## config.mk

```make
export PLATFORM = sky130hd
export DESIGN_NAME = seq_alu
export DESIGN_NICKNAME = d
export VERILOG_FILES = /design/src/rtl/seq_alu.sv
export SDC_FILE = /design/constraint.sdc
export NUM_CORES = 1
export LEC_CHECK = 0
export BUFFER_PORTS_ARGS = -buffer_cell sky130_fd_sc_hd__buf_2
export CAP_MARGIN = 20
export CORE_UTILIZATION = 65
export DETAILED_ROUTE_END_ITERATION = 8
export PLACE_DENSITY = 0.87
export SLEW_MARGIN = 20
export SYNTH_ARGS = -nofsm -noshare
export SYNTH_HDL_FRONTEND = slang
export SYNTH_SLANG_ARGS = --single-unit
```

## constraint.sdc

```tcl
create_clock -name clk -period 6.7 [get_ports clk]
set_clock_uncertainty 0.15 [all_clocks]
set_input_delay 0.335 -clock clk [delete_from_list [all_inputs] [get_ports clk]]
set_output_delay 0.335 -clock clk [all_outputs]
set_load 0.05 [all_outputs]
```

## src/rtl/seq_alu.sv

```systemverilog
// seq_alu: multi-cycle N-bit ALU with a 16-mode map; shifts advance one bit position per clock.
// Result registers load 1+s cycles after accept and hold steady while out_ready is low; in_ready only in IDLE.
module seq_alu #(
  parameter  int N  = 16,
  localparam int SW = $clog2(N)
) (
  input  logic         clk,
  input  logic         rst_n,
  input  logic         in_valid,
  output logic         in_ready,
  input  logic [N-1:0] A,
  input  logic [N-1:0] B,
  input  logic         Cin,
  input  logic [3:0]   Mode,
  output logic         out_valid,
  input  logic         out_ready,
  output logic [N-1:0] Y,
  output logic         Cout,
  output logic         Overflow
);

  typedef enum logic [1:0] {
    IDLE = 2'd0,
    BUSY = 2'd1,
    DONE = 2'd2
  } state_t;

  typedef struct packed {
    logic [N-1:0] a;
    logic [N-1:0] b;
    logic         cin;
    logic [3:0]   mode;
  } op_t;

  state_t        state;
  op_t           op;
  logic [N-1:0]  work;
  logic [SW-1:0] cnt;
  logic          sh_out;
  logic          sh_ovf;

  logic [N-1:0]  add_b;
  logic          add_cin;
  logic [N-1:0]  add_s;
  logic          add_co;
  logic          add_ovf;
  logic [SW-1:0] enc;
  logic [N-1:0]  res_y;
  logic          res_c;
  logic          res_v;

  assign in_ready = (state == IDLE);

  // Subtraction reuses the adder as A + ~B + 1.
  assign add_b   = (op.mode == 4'd5) ? ~op.b : op.b;
  assign add_cin = (op.mode == 4'd5) ? 1'b1  : op.cin;

  // Lookahead inside each 4-bit group, group carries rippled between groups.
  always_comb begin
    logic [3:0] ga;
    logic [3:0] gb;
    logic [3:0] gg;
    logic [3:0] gp;
    logic [4:0] c;
    logic       carry;
    ga    = '0;
    gb    = '0;
    gg    = '0;
    gp    = '0;
    c     = '0;
    carry = add_cin;
    add_s = '0;
    for (int g = 0; g < N / 4; g++) begin
      ga   = op.a[4*g +: 4];
      gb   = add_b[4*g +: 4];
      gg   = ga & gb;
      gp   = ga ^ gb;
      c[0] = carry;
      c[1] = gg[0] | (gp[0] & c[0]);
      c[2] = gg[1] | (gp[1] & gg[0]) | (gp[1] & gp[0] & c[0]);
      c[3] = gg[2] | (gp[2] & gg[1]) | (gp[2] & gp[1] & gg[0])
           | (gp[2] & gp[1] & gp[0] & c[0]);
      c[4] = gg[3] | (gp[3] & gg[2]) | (gp[3] & gp[2] & gg[1])
           | (gp[3] & gp[2] & gp[1] & gg[0]) | ((&gp) & c[0]);
      add_s[4*g +: 4] = gp ^ c[3:0];
      carry = c[4];
    end
    add_co = carry;
  end

  assign add_ovf = (op.a[N-1] == add_b[N-1]) && (add_s[N-1] != op.a[N-1]);

  always_comb begin
    enc = '0;
    for (int i = 0; i < N; i++) begin
      if (op.a[i]) enc = SW'(i);
    end
  end

  always_comb begin
    res_y = '0;
    res_c = 1'b0;
    res_v = 1'b0;
    case (op.mode)
      4'd0, 4'd1, 4'd2, 4'd3: begin
        res_y = work;
        res_c = sh_out;
        res_v = sh_ovf;
      end
      4'd4, 4'd5: begin
        res_y = add_s;
        res_c = add_co;
        res_v = add_ovf;
      end
      4'd6:  res_y = op.a & op.b;
      4'd7:  res_y = op.a | op.b;
      4'd8:  res_y = ~op.a;
      4'd9:  res_y = op.a ^ op.b;
      4'd10: res_y = ~(op.a ^ op.b);
      4'd11: res_y = ~(op.a | op.b);
      4'd12: res_y = {{(N-1){1'b0}}, 1'b1} << op.a[SW-1:0];
      4'd13: res_y = {{(N-3){1'b0}}, (op.a < op.b), (op.a == op.b), (op.a > op.b)};
      4'd14: res_y = op.b;
      4'd15: begin
        res_y = {{(N-SW){1'b0}}, enc};
        res_v = ~|op.a;
      end
      default: begin
        res_y = '0;
        res_c = 1'b0;
        res_v = 1'b0;
      end
    endcase
  end

  always_ff @(posedge clk or negedge rst_n) begin
    if (!rst_n) begin
      state     <= IDLE;
      op        <= '0;
      work      <= '0;
      cnt       <= '0;
      sh_out    <= 1'b0;
      sh_ovf    <= 1'b0;
      Y         <= '0;
      Cout      <= 1'b0;
      Overflow  <= 1'b0;
      out_valid <= 1'b0;
    end else begin
      case (state)
        IDLE: begin
          if (in_valid) begin
            op     <= '{a: A, b: B, cin: Cin, mode: Mode};
            work   <= A;
            cnt    <= (Mode[3:2] == 2'b00) ? B[SW-1:0] : '0;
            sh_out <= 1'b0;
            sh_ovf <= 1'b0;
            state  <= BUSY;
          end
        end
        BUSY: begin
          if (cnt != '0) begin
            cnt <= cnt - SW'(1);
            case (op.mode[1:0])
              2'd0: begin
                sh_out <= work[N-1];
                work   <= {work[N-2:0], 1'b0};
              end
              2'd1: begin
                sh_out <= work[N-1];
                work   <= {work[N-2:0], 1'b0};
                if (work[N-1] != work[N-2]) sh_ovf <= 1'b1;
              end
              2'd2: begin
                sh_out <= work[0];
                work   <= {1'b0, work[N-1:1]};
              end
              default: begin
                sh_out <= work[0];
                work   <= {work[N-1], work[N-1:1]};
              end
            endcase
          end else begin
            Y         <= res_y;
            Cout      <= res_c;
            Overflow  <= res_v;
            out_valid <= 1'b1;
            state     <= DONE;
          end
        end
        DONE: begin
          if (out_ready) begin
            out_valid <= 1'b0;
            state     <= IDLE;
          end
        end
        default: begin
          out_valid <= 1'b0;
          state     <= IDLE;
        end
      endcase
    end
  end

endmodule

```

==> results.py <==
metrics = {
    "clock_tree": {
        "clock-sinks": 80,
        "clk_path_buf_depth": 2,
        "cts_tree": "yes",
        "cts_made_buffers": 9,
        "clk_pin_slew_ns": 0.09,
        "cts-root-buf": "clkbuf_8",
        "cts.htree.levels": 3,
        "insertion_delay_ns": 0.37,
        "ctsResizeCount": 0,
    },
    "routing": {
        "viasPerCell": 6.981,
        "drt-initial-drc-count": 781,
        "ant_nets": 0,
        "drtPass1Iterations": 9,
        "routedWlPerCell_um": 24.07,
        "num_vias": 6737,
        "drt-total-wl_um": 23220,
        "drc_errors": 0,
    },
    "yosys": {
        "async_reset_ff_share_pct": 100.0,
        "synth_cells": 791,
        "syn-mean-instance-area_sq_um": 8.384,
        "yosysWarnings": 0,
        "synth_area_sq_um": 6631,
        "yosysSeqAreaShare_pct": 30.19,
        "ys.flop_type": "dfrtp_1",
        "yosysUniqueCellTypes": 75,
        "synth_seq_cells": 80,
        "synth_edf_count": 0,
        "synth_fp_nets": 901,
    },
    "final_layout": {
        "finalCoreUtilization_pct": 73.41,
        "antenna_cells": 0,
        "drive_gt1_share_pct": 11.90,
        "layout.nets": 937,
        "area_growth_pct": 8.698,
    },
    "die": {
        "die_y_um": 103.0,
        "coreArea_sq_um": 9819,
        "die_w_um": 103.0,
        "ios": 61,
        "initial_utilization_pct": 67.53,
        "dieArea_sq_um": 10610,
        "row_count": 36,
    },
    "sta": {
        "max_freq_ghz": 0.2107,
        "hold_viol_final": 0,
        "maxSlewViolCount": 0,
        "min_period_over_period_pct": 70.85,
        "finalSetupViolations": 0,
        "layout_min_cycle_time_ns": 4.747,
        "setup_tns_ns": 0,
        "slew_headroom_pct": 15.48,
        "rsz0062_at_grt": "false",
        "worst_pin_slew_ns": 1.265,
    },
    "global_routing": {
        "busiest_layer": "met2",
        "grtUsageTotal_pct": 45.68,
        "grt_util_met3_pct": 8.746,
        "grt_use_met1_pct": 55.94,
        "antenna_found_initial": 0,
        "grt_pass1_vias": 6383,
        "met2_usage_pct": 70.97,
        "grt_pass1_wl_um": 35320,
        "overflow": 0,
        "grt_max_degree": 81,
    },
    "setup_path": {
        "crit_required_ns": 6.80,
        "critPathKind": "flip-flop to flip-flop",
        "startpoint_type": "flip-flop",
        "end_kind": "flip-flop",
        "arrival_ns": 4.85,
        "ff2ff_path_depth": 15,
        "critPathLaunch": "op[3]",
        "r2r_start": "op[3]",
        "endpoint": "Y[13]",
        "cp_max_fo": 42,
        "reg2reg_slack_ns": 1.95,
        "regToRegEndpoint": "Y[13]",
    },
    "placement": {
        "dp_hpwl_um": 16860,
        "gp_congestion": 1.021,
        "io_buffers": 60,
    },
    "min_path": {
        "hold_class": "primary input to flip-flop",
    },
    "job": {
        "maxCapViolations": 0,
    },
    "status": {
        "status": "complete, no violations",
    },
}
[placed cells by master (no fill, tap or decap), types with 3 or more instances in the layout]
cell       count
a311oi_1       7
o221ai_1       3
a22o_1         8
ha_1          65
nand2_1      115
inv_1         53
o21ai_0       68
o31ai_1        7
a32oi_1        6
o2bb2ai_1      4
nand4_1        8
o21bai_1       6
fa_1           4
nor4_1        11
buf_4          8
nor2_1        48
nor2b_1        8
or3_1          5
o21a_1         4
o22ai_1       16
a21oi_1       35
nand2b_1      14
a2111oi_0      7
a22oi_1        6
xor2_1         5
nand3_1       11
clkbuf_8      11
xnor2_1       20
nor3_1         8
o211ai_1      18
a2bb2oi_1      5
a31oi_1        5
mux2i_1       30
dfrtp_1       79
buf_2         59
and2_1         4
a221oi_1       4
[Yosys cell counts (7+ instances only)]
library cell  count  area share [%]
nand2_1         115             6.5
dfrtp_1          80              30
o21ai_0          68             5.1
ha_1             65              12
inv_1            53             3.0
nor2_1           48             2.7
a21oi_1          35             2.6
clkbuf_1         30             1.7
mux2i_1          30             4.5
xnor2_1          20             2.6
o211ai_1         18             2.0
o22ai_1          16             1.5
nand2b_1         14             1.3
nand3_1          11            0.83
nor4_1           11             1.0
a22o_1            8             1.1
buf_2             8            0.60
nand4_1           8            0.75
nor2b_1           8            0.75
nor3_1            8            0.60
a2111oi_0         7            0.92
a311oi_1          7            0.92
o31ai_1           7            0.79
[cell families after synthesis]
logic type | synth area share [%]
adder cells (fa/ha/maj) | 13.47
AO/OA/AOI/OAI | 25.47
multiplexers | 4.868
XOR/XNOR | 3.302
flip-flops | 30.19
AND/OR/NAND/NOR | 16.89
buffers and inverters | 5.811
[what timing repair did]
item / 4_1_cts / 5_1_grt
hold buffers: 0 / 1
hold endpoints to repair: 0 / 80
buffers inserted: 0 / 0
[layer usage]
layer / up-vias / wire (um) / share of wire [%]
li1: 2926 / - / -
met1: 3174 / 8431 / 36
met2: 491 / 10410 / 45
met3: 146 / 2464 / 11
met4: 0 / 1919 / 8.3
met5: - / 0 / 0
[area by class of cell]
class	count	area [sq um]
clock buffer	11	151.4
clock inverter	5	62.56
fill	762	2611
inverter	54	202.7
multi-input combinational	613	4245
sequential	80	2003
tap	133	166.4
timing repair buffer	69	376.6
[metrics by stage]
step / setup WS [ns] / std cells / hold WS, ns / area [sq um]
global route: 1.693 / 965 / 0.03315 / 7208
detailed placement: 2.069 / 948 / 0.3117 / 6980
global placement: 2.252 / 948 / 0.3089 / 6980
floorplan: 2.907 / 791 / -0.1106 / 6631
finish: 1.953 / 965 / 0.005690 / 7208
CTS: 2.032 / 964 / 0.01083 / 7194
[how the worst min path moves through the flow]
| stage | from | endpoint | slack [ns] | cells past startpoint |
|---|---|---|---|---|
| final | Cin | op[4] | 0.006 | 3 |
| after global routing | B[6] | op[11] | 0.03 | 3 |
| after CTS | Cin | op[4] | 0.01 | 3 |
| after detailed placement | Y[8] | Y[8] | 0.31 | 1 |
| after global placement | Y[8] | Y[8] | 0.31 | 1 |
| after floorplan | rst_n | Cout | -0.11 | 0 |
[registers in the layout, indices dropped and copies added, names as in the netlist]
name	flops
op	37
Overflow	1
Y	16
sh_out	1
state	2
sh_ovf	1
Cout	1
work	16
cnt	4
out_valid	1
[worst max-delay path, cell delays in order (launching register included)]
cell,delay [ns]
dfrtp_1,0.38
buf_4,0.27
and4bb_1,1.06
xnor2_1,0.22
ha_1,0.40
nand2_1,0.12
nor2_1,0.23
a21oi_4,0.12
a31oi_1,0.30
a21oi_1,0.15
fa_1,0.40
xnor2_1,0.14
a21oi_1,0.17
o221ai_1,0.15
o32ai_1,0.26
o21ai_1,0.09
Power is left out: the tool's default activity adds up to more than one toggle a clock period on the data nets, which glitch-free logic cannot reach.
